--- src/rtl/bsg_dmc_ui_burst_master.sv ---
// bsg_dmc_ui_burst_master
//
// Upstream stage for bsg_dmc. Accepts one whole burst per valid/ready
// handshake and turns it into beat-level traffic on the DMC app_* interface.
// Writes are serialized onto the write-data channel. Returning read beats are
// reassembled into full bursts and queued in a small response FIFO. A credit
// counter ensures that every issued read already owns a FIFO slot, because
// the DMC read return cannot be stalled.
//
// Ports
//   clk_i, reset_n_i          UI clock, asynchronous active-low reset
//   init_calib_complete_i     DMC ready; blocks new requests while low
//   cmd_*                     burst request (command, address, data, mask)
//   app_addr/cmd/en/rdy       DMC command channel
//   app_wdf_*                 DMC write-data channel, one beat per transfer
//   app_rd_data_*             DMC read-return beats (never stalled)
//   rd_v/data/ready           reassembled read response burst
//   error_o                   sticky protocol-error flag
//
// Optional feature
//   BSG_DMC_UI_BURST_MASTER_CHECK_EN: enables read-return protocol checking
//   that drives error_o. When undefined, error_o is tied low.

module bsg_dmc_ui_burst_master #(
  parameter int ui_addr_width_p = 28,
  parameter int ui_data_width_p = 32,
  parameter int burst_len_p     = 8,
  parameter int rd_fifo_els_p   = 2
) (
  input  logic                                       clk_i,
  input  logic                                       reset_n_i,
  input  logic                                       init_calib_complete_i,

  input  logic                                       cmd_v_i,
  input  logic                                       cmd_write_i,
  input  logic [ui_addr_width_p-1:0]                 cmd_addr_i,
  input  logic [ui_data_width_p*burst_len_p-1:0]     cmd_data_i,
  input  logic [ui_data_width_p/8*burst_len_p-1:0]   cmd_mask_i,
  output logic                                       cmd_ready_o,

  output logic [ui_addr_width_p-1:0]                 app_addr_o,
  output logic [2:0]                                 app_cmd_o,
  output logic                                       app_en_o,
  input  logic                                       app_rdy_i,

  output logic                                       app_wdf_wren_o,
  output logic [ui_data_width_p-1:0]                 app_wdf_data_o,
  output logic [ui_data_width_p/8-1:0]               app_wdf_mask_o,
  output logic                                       app_wdf_end_o,
  input  logic                                       app_wdf_rdy_i,

  input  logic                                       app_rd_data_valid_i,
  input  logic [ui_data_width_p-1:0]                 app_rd_data_i,
  input  logic                                       app_rd_data_end_i,

  output logic                                       rd_v_o,
  output logic [ui_data_width_p*burst_len_p-1:0]     rd_data_o,
  input  logic                                       rd_ready_i,

  output logic                                       error_o
);

  localparam int mask_width_lp     = ui_data_width_p/8;
  localparam int burst_width_lp    = ui_data_width_p*burst_len_p;
  localparam int burst_mask_lp     = mask_width_lp*burst_len_p;
  localparam int beat_cnt_width_lp = $clog2(burst_len_p);
  localparam int credit_width_lp   = $clog2(rd_fifo_els_p+1);
  localparam int ptr_width_lp      = (rd_fifo_els_p > 1) ? $clog2(rd_fifo_els_p) : 1;

  typedef enum logic [1:0] {
    IDLE  = 2'b00,
    CMD   = 2'b01,
    WDATA = 2'b10
  } state_e;

  state_e state_r, state_s;

  // latched request; beat-indexed packed arrays keep beat 0 in the LSBs
  logic                                           cmd_write_r;
  logic [2:0]                                     app_cmd_r;
  logic [ui_addr_width_p-1:0]                     addr_r;
  logic [burst_len_p-1:0][ui_data_width_p-1:0]    data_r;
  logic [burst_len_p-1:0][mask_width_lp-1:0]      mask_r;

  logic [beat_cnt_width_lp-1:0]                   beat_cnt_r;
  logic [beat_cnt_width_lp-1:0]                   rd_cnt_r;
  logic [burst_len_p-1:0][ui_data_width_p-1:0]    asm_r;
  logic [burst_len_p-1:0][ui_data_width_p-1:0]    enq_data_s;
  logic [credit_width_lp-1:0]                     credits_r;
  logic                                           run_r;

  logic [burst_width_lp-1:0]                      fifo_mem_r [rd_fifo_els_p];
  logic [ptr_width_lp-1:0]                        wr_ptr_r, rd_ptr_r;
  logic [credit_width_lp-1:0]                     fifo_cnt_r;

  logic cmd_accept_s, app_fire_s, wdf_fire_s, rd_cmd_fire_s;
  logic last_beat_s, rd_last_s, enq_s, deq_s, fifo_full_s, credit_avail_s;

  assign last_beat_s    = (beat_cnt_r == beat_cnt_width_lp'(burst_len_p-1));
  assign rd_last_s      = (rd_cnt_r == beat_cnt_width_lp'(burst_len_p-1));
  assign credit_avail_s = (credits_r != credit_width_lp'(0));
  assign fifo_full_s    = (fifo_cnt_r == credit_width_lp'(rd_fifo_els_p));
  assign cmd_accept_s   = cmd_v_i & cmd_ready_o;
  assign app_fire_s     = (state_r == CMD) & app_rdy_i;
  assign wdf_fire_s     = (state_r == WDATA) & app_wdf_rdy_i;
  assign rd_cmd_fire_s  = app_fire_s & ~cmd_write_r;
  assign deq_s          = rd_v_o & rd_ready_i;
  // credits make overflow impossible; the full guard only protects state
  assign enq_s          = app_rd_data_valid_i & rd_last_s & ~fifo_full_s;

  function automatic logic [ptr_width_lp-1:0] ptr_inc(input logic [ptr_width_lp-1:0] ptr);
    if (ptr == ptr_width_lp'(rd_fifo_els_p-1)) begin
      return {ptr_width_lp{1'b0}};
    end else begin
      return ptr + ptr_width_lp'(1);
    end
  endfunction

  // FSM state register
  always_ff @(posedge clk_i or negedge reset_n_i) begin
    if (!reset_n_i) state_r <= IDLE;
    else            state_r <= state_s;
  end

  // run_r keeps cmd_ready_o low while reset is held and for the release cycle
  always_ff @(posedge clk_i or negedge reset_n_i) begin
    if (!reset_n_i) run_r <= 1'b0;
    else            run_r <= 1'b1;
  end

  // FSM next-state and handshake outputs
  always_comb begin
    state_s        = state_r;
    cmd_ready_o    = 1'b0;
    app_en_o       = 1'b0;
    app_wdf_wren_o = 1'b0;
    app_wdf_end_o  = 1'b0;
    case (state_r)
      IDLE: begin
        cmd_ready_o = run_r & init_calib_complete_i & (cmd_write_i | credit_avail_s);
        if (cmd_v_i & cmd_ready_o) state_s = CMD;
        else                       state_s = IDLE;
      end
      CMD: begin
        app_en_o = 1'b1;
        if (app_rdy_i) state_s = cmd_write_r ? WDATA : IDLE;
        else           state_s = CMD;
      end
      WDATA: begin
        app_wdf_wren_o = 1'b1;
        app_wdf_end_o  = last_beat_s;
        if (app_wdf_rdy_i & last_beat_s) state_s = IDLE;
        else                             state_s = WDATA;
      end
      default: state_s = IDLE;
    endcase
  end

  // capture the whole request at acceptance; held stable until the next one
  always_ff @(posedge clk_i or negedge reset_n_i) begin
    if (!reset_n_i) begin
      cmd_write_r <= 1'b0;
      app_cmd_r   <= 3'b000;
      addr_r      <= {ui_addr_width_p{1'b0}};
      data_r      <= {burst_width_lp{1'b0}};
      mask_r      <= {burst_mask_lp{1'b0}};
    end else if (cmd_accept_s) begin
      cmd_write_r <= cmd_write_i;
      app_cmd_r   <= cmd_write_i ? 3'b000 : 3'b001;
      addr_r      <= cmd_addr_i;
      data_r      <= cmd_data_i;
      mask_r      <= cmd_mask_i;
    end
  end

  // write-beat counter, cleared on entry to WDATA
  always_ff @(posedge clk_i or negedge reset_n_i) begin
    if (!reset_n_i)      beat_cnt_r <= {beat_cnt_width_lp{1'b0}};
    else if (app_fire_s) beat_cnt_r <= {beat_cnt_width_lp{1'b0}};
    else if (wdf_fire_s) beat_cnt_r <= last_beat_s ? {beat_cnt_width_lp{1'b0}}
                                                   : beat_cnt_r + beat_cnt_width_lp'(1);
  end

  // read credits: a slot is claimed when a read is issued, released on dequeue
  always_ff @(posedge clk_i or negedge reset_n_i) begin
    if (!reset_n_i) begin
      credits_r <= credit_width_lp'(rd_fifo_els_p);
    end else begin
      case ({rd_cmd_fire_s, deq_s})
        2'b10:   credits_r <= credits_r - credit_width_lp'(1);
        2'b01:   credits_r <= credits_r + credit_width_lp'(1);
        default: credits_r <= credits_r;
      endcase
    end
  end

  // read assembly: each returning beat lands in slot rd_cnt_r
  always_ff @(posedge clk_i or negedge reset_n_i) begin
    if (!reset_n_i) begin
      rd_cnt_r <= {beat_cnt_width_lp{1'b0}};
      asm_r    <= {burst_width_lp{1'b0}};
    end else if (app_rd_data_valid_i) begin
      asm_r[rd_cnt_r] <= app_rd_data_i;
      rd_cnt_r        <= rd_last_s ? {beat_cnt_width_lp{1'b0}}
                                   : rd_cnt_r + beat_cnt_width_lp'(1);
    end
  end

  // the final beat bypasses the assembly register straight into the FIFO
  always_comb begin
    enq_data_s                = asm_r;
    enq_data_s[burst_len_p-1] = app_rd_data_i;
  end

  for (genvar g = 0; g < rd_fifo_els_p; g++) begin : g_fifo
    // response FIFO storage entry
    always_ff @(posedge clk_i or negedge reset_n_i) begin
      if (!reset_n_i)                                    fifo_mem_r[g] <= {burst_width_lp{1'b0}};
      else if (enq_s && wr_ptr_r == ptr_width_lp'(g))    fifo_mem_r[g] <= enq_data_s;
    end
  end

  // response FIFO pointers and occupancy
  always_ff @(posedge clk_i or negedge reset_n_i) begin
    if (!reset_n_i) begin
      wr_ptr_r   <= {ptr_width_lp{1'b0}};
      rd_ptr_r   <= {ptr_width_lp{1'b0}};
      fifo_cnt_r <= {credit_width_lp{1'b0}};
    end else begin
      if (enq_s) wr_ptr_r <= ptr_inc(wr_ptr_r);
      if (deq_s) rd_ptr_r <= ptr_inc(rd_ptr_r);
      case ({enq_s, deq_s})
        2'b10:   fifo_cnt_r <= fifo_cnt_r + credit_width_lp'(1);
        2'b01:   fifo_cnt_r <= fifo_cnt_r - credit_width_lp'(1);
        default: fifo_cnt_r <= fifo_cnt_r;
      endcase
    end
  end

  assign app_cmd_o      = app_cmd_r;
  assign app_addr_o     = addr_r;
  assign app_wdf_data_o = data_r[beat_cnt_r];
  assign app_wdf_mask_o = mask_r[beat_cnt_r];
  assign rd_v_o         = (fifo_cnt_r != credit_width_lp'(0));
  assign rd_data_o      = fifo_mem_r[rd_ptr_r];

`ifdef BSG_DMC_UI_BURST_MASTER_CHECK_EN
  logic error_r;

  // sticky error: misplaced end marker, or a beat with no read outstanding
  always_ff @(posedge clk_i or negedge reset_n_i) begin
    if (!reset_n_i) begin
      error_r <= 1'b0;
    end else if (app_rd_data_valid_i &&
                 ((app_rd_data_end_i != rd_last_s) ||
                  (credits_r == credit_width_lp'(rd_fifo_els_p)))) begin
      error_r <= 1'b1;
    end
  end

  assign error_o = error_r;
`else
  logic unused_end_s;
  assign unused_end_s = app_rd_data_end_i;
  assign error_o      = 1'b0;
`endif

endmodule

--- config.mk ---
export PLATFORM = sky130hd
export DESIGN_NAME = bsg_dmc_ui_burst_master
export DESIGN_NICKNAME = d
export VERILOG_FILES = /design/src/rtl/bsg_dmc_ui_burst_master.sv
export SDC_FILE = /design/constraint.sdc
export NUM_CORES = 1
export LEC_CHECK = 0
export CAP_MARGIN = 20
export CORE_ASPECT_RATIO = 1.75
export CORE_MARGIN = 2
export CORE_UTILIZATION = 55
export DETAILED_ROUTE_END_ITERATION = 6
export GPL_ROUTABILITY_DRIVEN = 0
export PLACE_DENSITY = 0.84
export SKIP_CTS_REPAIR_TIMING = 1
export SLEW_MARGIN = 20
export SYNTH_ARGS = -nofsm -noshare
export SYNTH_HDL_FRONTEND = slang
export SYNTH_SLANG_ARGS = --single-unit
--- constraint.sdc ---
create_clock -name clk_i -period 5.07 [get_ports clk_i]
set_clock_uncertainty 0.2 [all_clocks]
set_input_delay 0.7605 -clock clk_i [delete_from_list [all_inputs] [get_ports clk_i]]
set_output_delay 0.7605 -clock clk_i [all_outputs]
set_load 0.05 [all_outputs]
==> results.md <==
- CP Capture Type: output port
- Htree depth: 3
- Post-Syn Instances: 2718
- Post-Synthesis Cell Area: roughly 45000 sq um
- Worst path arrival time: roughly 3.4 ns
- Hold Startpoint: fifo_mem_r[345]$_DFFE_PN0P_
- Core area: about 82000 sq um
- IO buf count: between 600 and 700
- Register area: between 20000 and 30000 sq um
- Max Cap Viol: 0
- Register-to-register path setup slack: 2.08 ns
- Layout Utilization: between 60% and 70%
- Critical path depth: 4
- Layout cell share with drive strength beyond 1: 47.6%
- GRT Util Overall: between 20 and 30%
- Cell taking the most area after synthesis: dfrtp_1
- Fillcell total: around 5200
- DRT iter0 DRCs: roughly 1300
- Critical Path RT: about 4.1 ns
- RSZ-0062 raised after global routing: no
- Pin count of the biggest net entering global routing: about 110
- Post-synthesis sequential area ratio: between 50 and 60%
- Die width: about 220 um
- Synth top area cells: dfrtp_1 (59%), mux2_2 (31%), mux4_2 (3.6%), mux2_4 (3.3%), buf_2 (1.2%)
- P per Cell Area: between 700 and 800 nW/um^2
- Routed Wire Length: between 100000 and 150000 um
- Area Growth Syn to Fin: 25.6%
- Final setup violating endpoints: 0
- DIE HEIGHT: about 380 um
- Final Max Tran Viols: 0
- Remaining Overflow, GRT: 0
- LEAKAGE: 0.0254 uW
- Clk Tree Root Cell: clkbuf_16
- Yosys warns: 0
- CTS Buffer Depth: 3
- Final nets: between 3000 and 4000
- Slowest cell delay on critical path: 0.95 ns
- Reg2reg end: fifo_mem_r[267]$_DFFE_PN0P_
- FMAX: approximately 0.23 GHz
- # DRC: 0
- Worst hold slack: about 0.3 ns
- Kind of critical path: flip-flop to output port
- Vias in the first global route: about 30000
- Slew @ Worst Pin: around 1.1 ns
- Initial antenna violation count: 9
- Dpl hpwl: about 80000 um
- Tmin final: ~4.4 ns
- CTS Buf Count: just under 100
- Final ANT Viol Nets: 0
- Async SR Flop Fraction: 100%
- Final Hold Vio Count: 0
- Average cell area after synthesis: between 15 and 20 sq um
- Seq cells post-synth: between 1000 and 1500
- DR vias: 26000
- Clock net sink count: between 1000 and 1500
- Final period util: 85.9%
- First-pass GRT wire length: about 180000 um
- Startpoint Class: flip-flop
- Top_reg_cell synth: dfrtp_1
- CP Cell Sequence: buf_12 -> mux4_2 -> mux2_2 -> clkdlybuf4s50_1
- Outcome: finished clean
- CTS tree: yes
- Maximum fanout along the worst path: 44
- Synth top area share: between 50% and 60%
- Worst reg-to-reg path cell count: 5
- Slew headroom: ~28%
- Total power: around 42000 uW
- Routed WL per cell: 25.7 um
- CP bufs+invs: 2
- FP Rows: roughly 140
- Mean number of vias per cell: 5.73
- Drt pass-1 iters: 5
- Clock Latency Late Sink: between 0.6 and 0.7 ns
- Number of flops mapped to enable cells by yosys: 0
- Top-level I/O count: around 690
- Slowest CP cell: dfrtp_4
- CP Launch Point: beat_cnt_r[2]$_DFFE_PN0P_
- Worst path top cell family by delay: buffers and inverters
- Netlist cell types: 38
- Worst r2r src: rd_cnt_r[0]$_DFFE_PN0P_
- VDD IR-drop max: 682 uV
- Setup_tns: 0 ns
- Crit path to: app_wdf_data_o[30]
- Area occupied by multi-input gates: about 18000 sq um
- Worst-path clk slew: about 0.07 ns
- Die area: around 85000 sq um
- Worst Hold Class: flip-flop to flip-flop
- Initial cell density of the core: between 50 and 60%
## Yosys cell counts, types with 2 or more instances
cell / n
a31oi_1: 2
nand2_1: 4
nand2b_1: 2
or2_2: 2
mux2_2: 1245
conb_1: 2
o22ai_1: 2
xnor2_1: 4
nand3_1: 2
nor2b_1: 2
a21oi_1: 2
dfrtp_1: 1068
nor3_1: 2
buf_4: 5
buf_1: 2
mux2_4: 100
mux2_1: 2
nor2_1: 7
mux4_2: 72
and2_1: 2
xor2_1: 4
clkbuf_1: 39
buf_6: 13
nand4b_1: 4
a32o_1: 2
buf_2: 109
ha_1: 6
nor3b_2: 2
## worst min-delay path by stage
stage	to	cells after the start
2_1_floorplan	app_addr_o[0]$_DFFE_PN0P_	0
3_3_place_gp	wr_ptr_r$_DFFE_PN0N_	1
3_5_place_dp	fifo_mem_r[163]$_DFFE_PN0P_	1
4_1_cts	fifo_mem_r[322]$_DFFE_PN0P_	1
5_1_grt	fifo_mem_r[223]$_DFFE_PN0P_	1
6_report	fifo_mem_r[345]$_DFFE_PN0P_	1
## per-stage QoR
stage	std cells	worst slack (ns)	cell area, sq um
after detailed placement	4357	1.38	53400
after CTS	4537	0.608	56800
after global placement	4357	1.39	53400
after floorplan	2720	2.32	45300
final	4540	0.716	56800
after global routing	4539	0.617	56800
## metal layers
metal,vias to the layer above,GRT usage [%],part of all wire (%)
li1,11200,-,-
met1,13700,32.0,37
met2,818,47.6,51
met3,241,7.53,6.9
met4,12,13.4,5.1
met5,-,0,0.062
## cells in the final DEF, fill, tap and decap left out, drive strengths merged, types with 4 or more instances in the layout
| cell type | count |
|---|---|
| inv | 5 |
| buf | 67 |
| mux4 | 72 |
| nand4b | 4 |
| mux2 | 1347 |
| xnor2 | 4 |
| ha | 6 |
| conb | 4 |
| clkinv | 22 |
| bufinv | 12 |
| nand2 | 4 |
| nor2 | 7 |
| clkdlybuf4s50 | 681 |
| clkbuf | 140 |
| dfrtp | 1068 |
| xor2 | 4 |
## cells by family after synthesis
logic type | after synthesis | share of synthesized area, %
AO/OA/AOI/OAI | 12 | 0.199
XOR/XNOR | 8 | 0.155
adder cells (fa/ha/maj) | 6 | 0.166
buffers and inverters | 169 | 1.96
flip-flops | 1069 | 59.1
multiplexers | 1419 | 37.9
other | 2 | 0.0166
AND/OR/NAND/NOR | 33 | 0.459
## state kept, by name, indices dropped and copies added, names as in the netlist, 2 cells and up
signal      cells
mask_r         32
credits_r       2
asm_r         224
beat_cnt_r      3
rd_cnt_r        3
state_r         2
fifo_cnt_r      2
fifo_mem_r    512
app_addr_o     28
data_r        256
## area by class of cell
type                       count  share of cell area (%)
clock buffer                 140                    4.98
timing repair buffer         749                    13.5
clock inverter                40                    1.00
antenna                        2                 0.00881
inverter                       1                 0.00661
sequential                  1069                    47.1
multi-input combinational   1482                    31.1
tap                         1057                    2.33
## where the power goes
part,internal [uW],switching (uW),total (uW)
clock network,4510,3270,7780
registers,12500,2510,15100
logic,8710,10700,19400
Power figures use the tool's default switching activity.
